===== config.mk =====
export PLATFORM = sky130hd
export DESIGN_NAME = lsu_controller
export DESIGN_NICKNAME = d
export VERILOG_FILES = /design/src/rtl/lsu_controller_pkg.sv /design/src/rtl/lsu_controller_load_align_extend.sv /design/src/rtl/unsigned_extender.sv /design/src/rtl/lsu_controller.sv
export SDC_FILE = /design/constraint.sdc
export NUM_CORES = 1
export LEC_CHECK = 0
export CAP_MARGIN = 20
export CELL_PAD_IN_SITES_DETAIL_PLACEMENT = 2
export CELL_PAD_IN_SITES_GLOBAL_PLACEMENT = 2
export CORE_MARGIN = 5
export CORE_UTILIZATION = 32
export CTS_CLUSTER_SIZE = 25
export DETAILED_ROUTE_END_ITERATION = 10
export GPL_ROUTABILITY_DRIVEN = 0
export PLACE_DENSITY_LB_ADDON = 0.12
export SYNTH_ARGS = -nofsm -noshare
export SYNTH_HDL_FRONTEND = slang
export SYNTH_HIERARCHICAL = 1
export SYNTH_SLANG_ARGS = --single-unit
export TNS_END_PERCENT = 50

===== constraint.sdc =====
create_clock -name clk -period 6.6 [get_ports clk]
set_clock_uncertainty 0.2 [all_clocks]
set_input_delay 0.99 -clock clk [delete_from_list [all_inputs] [get_ports clk]]
set_output_delay 0.99 -clock clk [all_outputs]
set_load 0.01 [all_outputs]

===== src/rtl/lsu_controller_pkg.sv =====
// rtl/lsu_controller_pkg.sv - shared types, funct3 codes and request checking for the load/store unit
package lsu_controller_pkg;

    typedef enum logic [1:0] {
        ST_IDLE   = 2'b00,
        ST_REQ    = 2'b01,
        ST_WAIT_R = 2'b10,
        ST_RESP   = 2'b11
    } lsu_state_e;

    typedef enum logic [1:0] {
        ERR_OK         = 2'b00,
        ERR_MISALIGNED = 2'b01,
        ERR_ILLEGAL    = 2'b10,
        ERR_TIMEOUT    = 2'b11
    } lsu_error_e;

    typedef enum logic [1:0] {
        U_EXT_SEL_B = 2'b00,
        U_EXT_SEL_H = 2'b01,
        U_EXT_SEL_W = 2'b10
    } unsigned_extender_sel_e;

    localparam logic [2:0] F3_B  = 3'b000;
    localparam logic [2:0] F3_H  = 3'b001;
    localparam logic [2:0] F3_W  = 3'b010;
    localparam logic [2:0] F3_BU = 3'b100;
    localparam logic [2:0] F3_HU = 3'b101;

    // Illegal encodings are reported ahead of misalignment.
    function automatic lsu_error_e check_req(input logic       is_store,
                                             input logic [2:0] funct3,
                                             input logic [1:0] off);
        logic illegal;
        logic misaligned;
        illegal    = is_store ? (funct3 > F3_W)
                              : !(funct3 inside {F3_B, F3_H, F3_W, F3_BU, F3_HU});
        misaligned = ((funct3 == F3_H || funct3 == F3_HU) && off[0]) ||
                     ((funct3 == F3_W) && (off != 2'b00));
        if (illegal)
            return ERR_ILLEGAL;
        else if (misaligned)
            return ERR_MISALIGNED;
        else
            return ERR_OK;
    endfunction

endpackage


===== src/rtl/lsu_controller_load_align_extend.sv =====
// rtl/lsu_controller_load_align_extend.sv - shifts the addressed lane of a read word down and extends it
module load_align_extend
    import lsu_controller_pkg::*;
(
    input  logic [31:0] rdata,
    input  logic [1:0]  off,
    input  logic [2:0]  funct3,
    output logic [31:0] result
);

    logic [31:0]            shifted;
    logic [31:0]            uext;
    unsigned_extender_sel_e sel;

    assign shifted = rdata >> {off, 3'b000};

    always_comb begin
        sel = U_EXT_SEL_W;
        case (funct3)
            F3_BU:   sel = U_EXT_SEL_B;
            F3_HU:   sel = U_EXT_SEL_H;
            default: sel = U_EXT_SEL_W;
        endcase
    end

    unsigned_extender u_uext (
        .din  (shifted),
        .sel  (sel),
        .dout (uext)
    );

    always_comb begin
        result = uext;
        case (funct3)
            F3_B:    result = {{24{shifted[7]}}, shifted[7:0]};
            F3_H:    result = {{16{shifted[15]}}, shifted[15:0]};
            default: result = uext;
        endcase
    end

endmodule


===== src/rtl/unsigned_extender.sv =====
// rtl/unsigned_extender.sv - zero-extends the low byte, half or full word of its input
module unsigned_extender
    import lsu_controller_pkg::*;
(
    input  logic [31:0]            din,
    input  unsigned_extender_sel_e sel,
    output logic [31:0]            dout
);

    always_comb begin
        dout = din;
        case (sel)
            U_EXT_SEL_B: dout = {24'd0, din[7:0]};
            U_EXT_SEL_H: dout = {16'd0, din[15:0]};
            default:     dout = din;
        endcase
    end

endmodule


===== src/rtl/lsu_controller.sv =====
// rtl/lsu_controller.sv - sequences one RV32I load/store over a req/gnt/rvalid memory port
module lsu_controller
    import lsu_controller_pkg::*;
#(
    parameter int TIMEOUT_CYCLES = 64
) (
    input  logic        clk,
    input  logic        rst,
    input  logic        req_valid,
    output logic        req_ready,
    input  logic        req_is_store,
    input  logic [2:0]  req_funct3,
    input  logic [31:0] req_addr,
    input  logic [31:0] req_wdata,
    output logic        mem_req,
    output logic        mem_we,
    output logic [31:0] mem_addr,
    output logic [3:0]  mem_be,
    output logic [31:0] mem_wdata,
    input  logic        mem_gnt,
    input  logic        mem_rvalid,
    input  logic [31:0] mem_rdata,
    output logic        rsp_valid,
    input  logic        rsp_ready,
    output logic [31:0] rsp_data,
    output logic [1:0]  rsp_err
);

    localparam int             CNT_W    = (TIMEOUT_CYCLES > 2) ? $clog2(TIMEOUT_CYCLES) : 1;
    localparam logic [CNT_W-1:0] CNT_LAST = CNT_W'(TIMEOUT_CYCLES - 1);

    lsu_state_e       state_q, state_d;
    logic             is_store_q, is_store_d;
    logic [2:0]       funct3_q, funct3_d;
    logic [31:0]      addr_q, addr_d;
    logic [31:0]      wdata_q, wdata_d;
    logic [CNT_W-1:0] cnt_q, cnt_d;
    logic [31:0]      rsp_data_q, rsp_data_d;
    lsu_error_e       rsp_err_q, rsp_err_d;

    lsu_error_e  pre_err;
    logic        timed_out;
    logic [31:0] load_result;

    assign pre_err   = check_req(req_is_store, req_funct3, req_addr[1:0]);
    assign timed_out = (cnt_q == CNT_LAST);

    load_align_extend u_align (
        .rdata  (mem_rdata),
        .off    (addr_q[1:0]),
        .funct3 (funct3_q),
        .result (load_result)
    );

    always_ff @(posedge clk or posedge rst) begin
        if (rst)
            state_q <= ST_IDLE;
        else
            state_q <= state_d;
    end

    // gnt / rvalid on the final counted cycle take priority over the timeout.
    always_comb begin
        state_d = state_q;
        case (state_q)
            ST_IDLE:   if (req_valid) state_d = (pre_err != ERR_OK) ? ST_RESP : ST_REQ;
            ST_REQ: begin
                if (mem_gnt)
                    state_d = is_store_q ? ST_RESP : ST_WAIT_R;
                else if (timed_out)
                    state_d = ST_RESP;
            end
            ST_WAIT_R: if (mem_rvalid || timed_out) state_d = ST_RESP;
            ST_RESP:   if (rsp_ready) state_d = ST_IDLE;
            default:   state_d = ST_IDLE;
        endcase
    end

    always_comb begin
        req_ready = 1'b0;
        mem_req   = 1'b0;
        mem_we    = 1'b0;
        rsp_valid = 1'b0;
        case (state_q)
            ST_IDLE: req_ready = 1'b1;
            ST_REQ: begin
                mem_req = 1'b1;
                mem_we  = is_store_q;
            end
            ST_RESP: rsp_valid = 1'b1;
            default: ;
        endcase
    end

    always_comb begin
        is_store_d = is_store_q;
        funct3_d   = funct3_q;
        addr_d     = addr_q;
        wdata_d    = wdata_q;
        cnt_d      = cnt_q;
        rsp_data_d = rsp_data_q;
        rsp_err_d  = rsp_err_q;
        case (state_q)
            ST_IDLE: begin
                if (req_valid) begin
                    is_store_d = req_is_store;
                    funct3_d   = req_funct3;
                    addr_d     = req_addr;
                    wdata_d    = req_wdata;
                    cnt_d      = '0;
                    rsp_data_d = 32'd0;
                    rsp_err_d  = pre_err;
                end
            end
            ST_REQ: begin
                cnt_d = cnt_q + 1'b1;
                if (!mem_gnt && timed_out) begin
                    rsp_err_d  = ERR_TIMEOUT;
                    rsp_data_d = 32'd0;
                end
            end
            ST_WAIT_R: begin
                cnt_d = cnt_q + 1'b1;
                if (mem_rvalid) begin
                    rsp_err_d  = ERR_OK;
                    rsp_data_d = load_result;
                end else if (timed_out) begin
                    rsp_err_d  = ERR_TIMEOUT;
                    rsp_data_d = 32'd0;
                end
            end
            default: ;
        endcase
    end

    always_ff @(posedge clk or posedge rst) begin
        if (rst) begin
            is_store_q <= 1'b0;
            funct3_q   <= 3'd0;
            addr_q     <= 32'd0;
            wdata_q    <= 32'd0;
            cnt_q      <= '0;
            rsp_data_q <= 32'd0;
            rsp_err_q  <= ERR_OK;
        end else begin
            is_store_q <= is_store_d;
            funct3_q   <= funct3_d;
            addr_q     <= addr_d;
            wdata_q    <= wdata_d;
            cnt_q      <= cnt_d;
            rsp_data_q <= rsp_data_d;
            rsp_err_q  <= rsp_err_d;
        end
    end

    assign mem_addr = {addr_q[31:2], 2'b00};
    assign rsp_data = rsp_data_q;
    assign rsp_err  = rsp_err_q;

    always_comb begin
        mem_be    = 4'b1111;
        mem_wdata = wdata_q;
        if (is_store_q) begin
            case (funct3_q[1:0])
                2'b00: begin
                    mem_be    = 4'b0001 << addr_q[1:0];
                    mem_wdata = {4{wdata_q[7:0]}};
                end
                2'b01: begin
                    mem_be    = 4'b0011 << addr_q[1:0];
                    mem_wdata = {2{wdata_q[15:0]}};
                end
                default: begin
                    mem_be    = 4'b1111;
                    mem_wdata = wdata_q;
                end
            endcase
        end
    end

endmodule


==> out/metrics.cfg, run 1 <==
[outcome]
status = finished clean

[setup_path]
cp_slowest_cell = nor2_2
worst-path-max-fanout = 25
critPathKind = flip-flop to output pin
crit_arrival_ns = 2.84
ff2ff_path_depth = 7
cpLargestDelayFamily = simple AND/OR/NAND/NOR gates
path_buf_inv = 1
critical_path.max_stage_delay_ns = 0.60
endpoint_kind = output pin
critical_path_required_ns = 5.41
path_cells = nand2b_1, nor2_2, mux2_2, clkdlybuf4s50_1
start_kind = flip-flop
path_depth = 4

[clock_network]
cts_resized = 0
clk_path_buf_depth = 2
clock_latency_ns = 0.36
numCtsBuffers = 9
cts_tree = yes
hold_buffers = 0
cts_setup_buffers = 0
root_buffer = clkbuf_16
path_clk_slew_ns = 0.09
cts_num_sinks = 110
h-tree-depth = 3

[place]
placedCellCount = 1029
hpwlAfterDp_microns = 16000
port_buffers = 209
dpl_cell_area_sq_mm = 0.008682

[route]
drt-total-wl_microns = 20950
viasPerCell = 4.923
drt_iter0_drc = 137
vias = 5145
drc = 0
drt_pass1_iterations = 4
dr_wl_met3_microns = 1309
drtAntennaViolNets = 0
drt-met1-wl_microns = 8739
routedWlPerCell_microns = 20.05
maxUsedRoutingLayer = met4
wl_met2_microns = 10610

[grt]
grt_pass1_wl_microns = 33070
first_global_vias = 5834
grt-ovfl-total = 0
antenna_found_initial = 0
grt_max_degree = 57
grt_usage = 0.1713

[synthesis]
synthMuxAreaShare = 0.2708
ys_seq_area_frac = 0.4050
synth_area_sq_mm = 0.006797
synth_edf_count = 0
ys_ff_latch = 110
synthXorXnorAreaFrac = 0
yosysWarningCount = 6
syn_inst = 629
synth-compound-area-share = 0.08855
yosys.area_share.adder = 0.01105
avgSynthCellArea_sq_um = 10.81
async_flop_share = 1.000
synth_simple_gate_area_share = 0.1322
synth_top_family_by_area = multiplexers
synthFlopType = dfrtp_1
synth_cell_type_count = 51

[die]
core_area_sq_mm = 0.02096
die_w_microns = 155.7
dieArea_sq_mm = 0.02425
num_rows = 53
start_util = 0.3243
io_pins = 212
die_h_microns = 155.7

[timing]
final.setup.tns_ns = 0
finalHoldViolCount = 0
setup_violations = 0
min_period_over_period = 0.6111
period_needed_ns = 4.033
worst_slew_pin_slew_ns = 0.9873
drv_slew = 0
maxSlewHeadroom = 0.3404
fmax_mhz = 247.9
rsz0062_at_grt = no

[power_and_ir_drop]
ir_worst_vdd_uv = 173.4
power_density_mw_per_mm2 = 483.4
p_leak_nw = 3.975

[finish]
area_growth_pct = 32.16
drive_gt1_frac = 0.2039
fin_cells = 1045
diodes = 0
fill_cells = 2228
layout_commonest_cell = clkdlybuf4s50_1
layout_common_cells = clkdlybuf4s50_1 (209), dfrtp_1 (109), mux2_2 (87)
final_nets = 877
postLayoutCellArea_sq_mm = 0.008982

[flow_run]
maxCapViolations = 0

[min_path]
hold_path_class = flip-flop to flip-flop
whs_path_depth = 1

routing by layer:
metal | up-vias | global-route usage
li1 | 2423 | -
met1 | 2582 | 0.2076
met2 | 125 | 0.3019
met3 | 15 | 0.04494
met4 | 0 | 0.04627
met5 | - | 0
synthesized netlist by cell type, types with 3 or more instances:
cell        n  area (sq um)
and3_1     32         200.2
dfrtp_1   110          2753
nand2b_1    6         37.54
o21a_1      9         67.56
mux2_2     87         979.7
buf_1       6         22.52
inv_1       7         26.28
buf_6       8         90.09
mux2_4     32         480.5
nor2_1     18         67.56
clkbuf_1   14         52.55
buf_2      12         60.06
nand2_1    58         217.7
o21ai_0    41         205.2
nand3b_1    8         60.06
mux2i_1    38         380.4
nor2b_1     3         18.77
buf_4      49         367.9
o21ai_1     3         15.01
and2_2      3         22.52
and2_1     24         150.1
ha_1        6         75.07
a22o_1     11         96.34
o211ai_1    8         60.06
cell families after synthesis:
family                     after synthesis
AOI/OAI and AO/OA                       89
adders and majority gates                6
buffers and inverters                   97
DFF                                    110
muxes                                  157
other                                    1
and+or+nand+nor                        169
registers in the layout, indices dropped and copies added, names as in the netlist:
register,cells
wdata_q,32
is_store_q,1
addr_q,32
rsp_data,32
cnt_q,6
funct3_q,3
state_q,2
rsp_err,2
path summary, 6_finish.rpt:
kind | startpoint | endpoint | slack [ns]
max | funct3_q[1]$_DFFE_PP0P_ | mem_wdata[8] | 2.57
min | addr_q[9]$_DFFE_PP0P_ | addr_q[9]$_DFFE_PP0P_ | 0.31
max reg2reg | state_q[0]$_DFFE_PP0P_ | rsp_data[29]$_DFFE_PP0P_ | 3.47
min reg2reg | addr_q[9]$_DFFE_PP0P_ | addr_q[9]$_DFFE_PP0P_ | 0.31
max in group asynchronous | rst | addr_q[0]$_DFFE_PP0P_ | 4.05
min in group asynchronous | rst | addr_q[8]$_DFFE_PP0P_ | 0.89
power by group:
part / switching [mW] / total [mW] / internal [mW]
sequential: 0.260 / 1.23 / 0.969
clock: 0.283 / 0.553 / 0.269
combinational: 1.18 / 2.56 / 1.38
cell type report:
cell class / instances / area [sq um] / area share
inverters: 7 / 28.78 / 0.003204
repair buffers: 214 / 2130 / 0.2371
clock buffers: 9 / 225.2 / 0.02507
well taps: 275 / 344.1 / 0.03831
clock inverters: 7 / 75.07 / 0.008358
multi-input cells: 423 / 3426 / 0.3814
flip-flops and latches: 110 / 2754 / 0.3066
through the flow:
step           setup slack [ns]    util  power (mW)  hold WS [ns]
3_5_place_dp              2.754  0.4143       3.834        0.2944
4_1_cts                   2.517  0.4286       4.416        0.3157
2_1_floorplan             2.508       -       2.960        0.2727
6_report                  2.567  0.4286       4.342        0.3115
5_1_grt                   2.346  0.4286       4.653        0.3321
3_3_place_gp              2.919  0.4143       3.729        0.2867
worst register-to-register path, cell delays in order, from the launching register on:
cell and delay [ns]:
dfrtp_1 0.41, inv_1 0.16, ha_1 0.74, nor2b_1 0.30, nor2_1 0.11, o21bai_4 0.15, buf_4 0.53, mux2_2 0.42
Power figures use the tool's default switching activity.
==> inputs of run 2 (changes only) <==
CORE_UTILIZATION = 26   (was 32)
clock period = 3.5 ns   (was 6.6 ns; I/O delays follow)
==> run 2 against run 1 <==
Against the previous run: power increased by 92%; sequential share of layout area decreased by 0.68 points; worst hold slack got worse by 0.097 ns; critical endpoint is now mem_wdata[15].
==> out/metrics.cfg, run 2 (same netlist as run 1, synthesis figures left out) <==
[finish]
final_nets = 886  ; +1.0%
diodes = 0  ; unchanged
postLayoutCellArea_sq_mm = 0.009186  ; +2.3%
area_growth_pct = 35.16
fill_cells = 2730  ; +23%
fin_cells = 1114  ; +6.6%
drive_gt1_frac = 0.2131  ; +0.009198
layout_commonest_cell = clkdlybuf4s50_1
multi_input_area_sq_mm = 0.003426  ; unchanged
layout_common_cells = clkdlybuf4s50_1 (209), dfrtp_1 (109), mux2_2 (87)
regArea_sq_mm = 0.002754  ; unchanged

[route]
routedWlPerCell_microns = 19.89  ; -0.81%
vias = 5167  ; +0.43%
viasPerCell = 4.638  ; -5.8%
drt_iter0_drc = 93  ; -32%
maxUsedRoutingLayer = met5
drt-met1-wl_microns = 9537  ; +9.1%
drc = 0  ; unchanged
dr_wl_met3_microns = 1241  ; -5.2%
wl_met2_microns = 11110  ; +4.7%
drt-total-wl_microns = 22160  ; +5.7%
drt_pass1_iterations = 4  ; unchanged
drtAntennaViolNets = 0  ; unchanged

[timing]
min_period_over_period = 0.8805
period_needed_ns = 3.082
maxSlewHeadroom = 0.4746  ; +0.1342
drv_slew = 0  ; unchanged
finalHoldViolCount = 0  ; unchanged
final.setup.tns_ns = 0  ; unchanged
fmax_mhz = 324.5
setup_violations = 0  ; unchanged
worst_slew_pin_slew_ns = 0.7881  ; -0.1992 ns
rsz0062_at_grt = no

[die]
die_h_microns = 171.7  ; +10%
dieArea_sq_mm = 0.02947  ; +22%
num_rows = 59  ; +11%
io_pins = 212  ; unchanged
die_w_microns = 171.7  ; +10%
core_area_sq_mm = 0.02591  ; +24%
start_util = 0.2623  ; -0.06204

[min_path]
hold_path_class = input pin to async pin

[clock_network]
cts_num_sinks = 110  ; unchanged
path_clk_slew_ns = 0.09  ; about the same
h-tree-depth = 3  ; unchanged
clk_path_buf_depth = 2  ; unchanged
clock_latency_ns = 0.35  ; about the same
cts_setup_buffers = 0  ; unchanged
root_buffer = clkbuf_16
cts_tree = yes
cts_resized = 0  ; unchanged
numCtsBuffers = 9  ; unchanged
hold_buffers = 0  ; unchanged

[setup_path]
critPathKind = flip-flop to output pin
crit_arrival_ns = 2.36  ; -0.48 ns
start_kind = flip-flop
worst-path-max-fanout = 8  ; -68%
critical_path_required_ns = 2.77  ; -2.64 ns
endpoint_kind = output pin

[grt]
first_global_vias = 5953  ; +2.0%
grt_max_degree = 41  ; -28%
grt_pass1_wl_microns = 34510  ; +4.4%
antenna_found_initial = 1  ; +1
grt-ovfl-total = 0  ; unchanged
grt_usage = 0.1488  ; -0.02254

[place]
dpl_cell_area_sq_mm = 0.008856  ; +2.0%
placedCellCount = 1097  ; +6.6%
hpwlAfterDp_microns = 17200  ; +7.5%
port_buffers = 209  ; unchanged

[power_and_ir_drop]
ir_worst_vdd_uv = 357.1  ; +110%
p_leak_nw = 4.038  ; +1.6%
power_density_mw_per_mm2 = 907.8  ; +88%

[flow_run]
maxCapViolations = 0  ; unchanged

[outcome]
status = finished clean

## run 2: changes by cell type in the layout (fill, tap and decap cells not counted), sizes merged
cell      before  now
buf            5   14
clkinv         3    1
bufinv         0    1
clkinvlp       0    1
## run 2: worst max-delay path, cell delays in order, from the launching register on
cell and delay [ns]:
dfrtp_1 0.43, nand2b_1 0.20, nor2_2 0.45, mux2_2 0.40, clkdlybuf4s50_1 0.53
## run 2: final timing paths
check,startpoint,end,slack (ns),cells after the start
worst max-delay path,funct3_q[1]$_DFFE_PP0P_,mem_wdata[15],0.42,4
worst min-delay path,rst,addr_q[27]$_DFFE_PP0P_,0.21,2
worst max register to register,addr_q[1]$_DFFE_PP0P_,rsp_data[18]$_DFFE_PP0P_,0.76,5
worst min register to register,addr_q[16]$_DFFE_PP0P_,addr_q[16]$_DFFE_PP0P_,0.31,1
max in group asynchronous,rst,addr_q[0]$_DFFE_PP0P_,2.15,4
min in group clk,addr_q[16]$_DFFE_PP0P_,addr_q[16]$_DFFE_PP0P_,0.31,1
## run 2: through the flow
stage	setup WS [ns]	power (mW)	hold slack [ns]	util
after global routing	0.2885	8.968	0.1885	0.3545
final	0.4184	8.340	0.2149	0.3545
after detailed placement	0.6149	7.330	0.2928	0.3418
after floorplan	1.285	5.583	0.2727	-
after CTS	0.3541	8.516	0.3184	0.3538
after global placement	0.6519	7.162	0.2859	0.3418
## run 2: final cells by class
cell class	instances	area share
Multi-Input combinational cell	423	0.3729
Sequential cell	110	0.2998
Timing Repair Buffer	223	0.2446
Tap cell	335	0.04563
Clock buffer	9	0.02452
Clock inverter	7	0.009262
Inverter	7	0.003269
## run 2: layer usage
layer  vias up  track usage
met5         -            0
met2       113       0.2544
met4         2      0.03445
met1      2598       0.1884
met3        14      0.03930
li1       2440            -
## run 2: power by group
group          switching (mW)  internal (mW)
Combinational            2.25           2.66
Sequential              0.497           1.83
Clock                   0.530          0.574
Total                    3.28           5.06
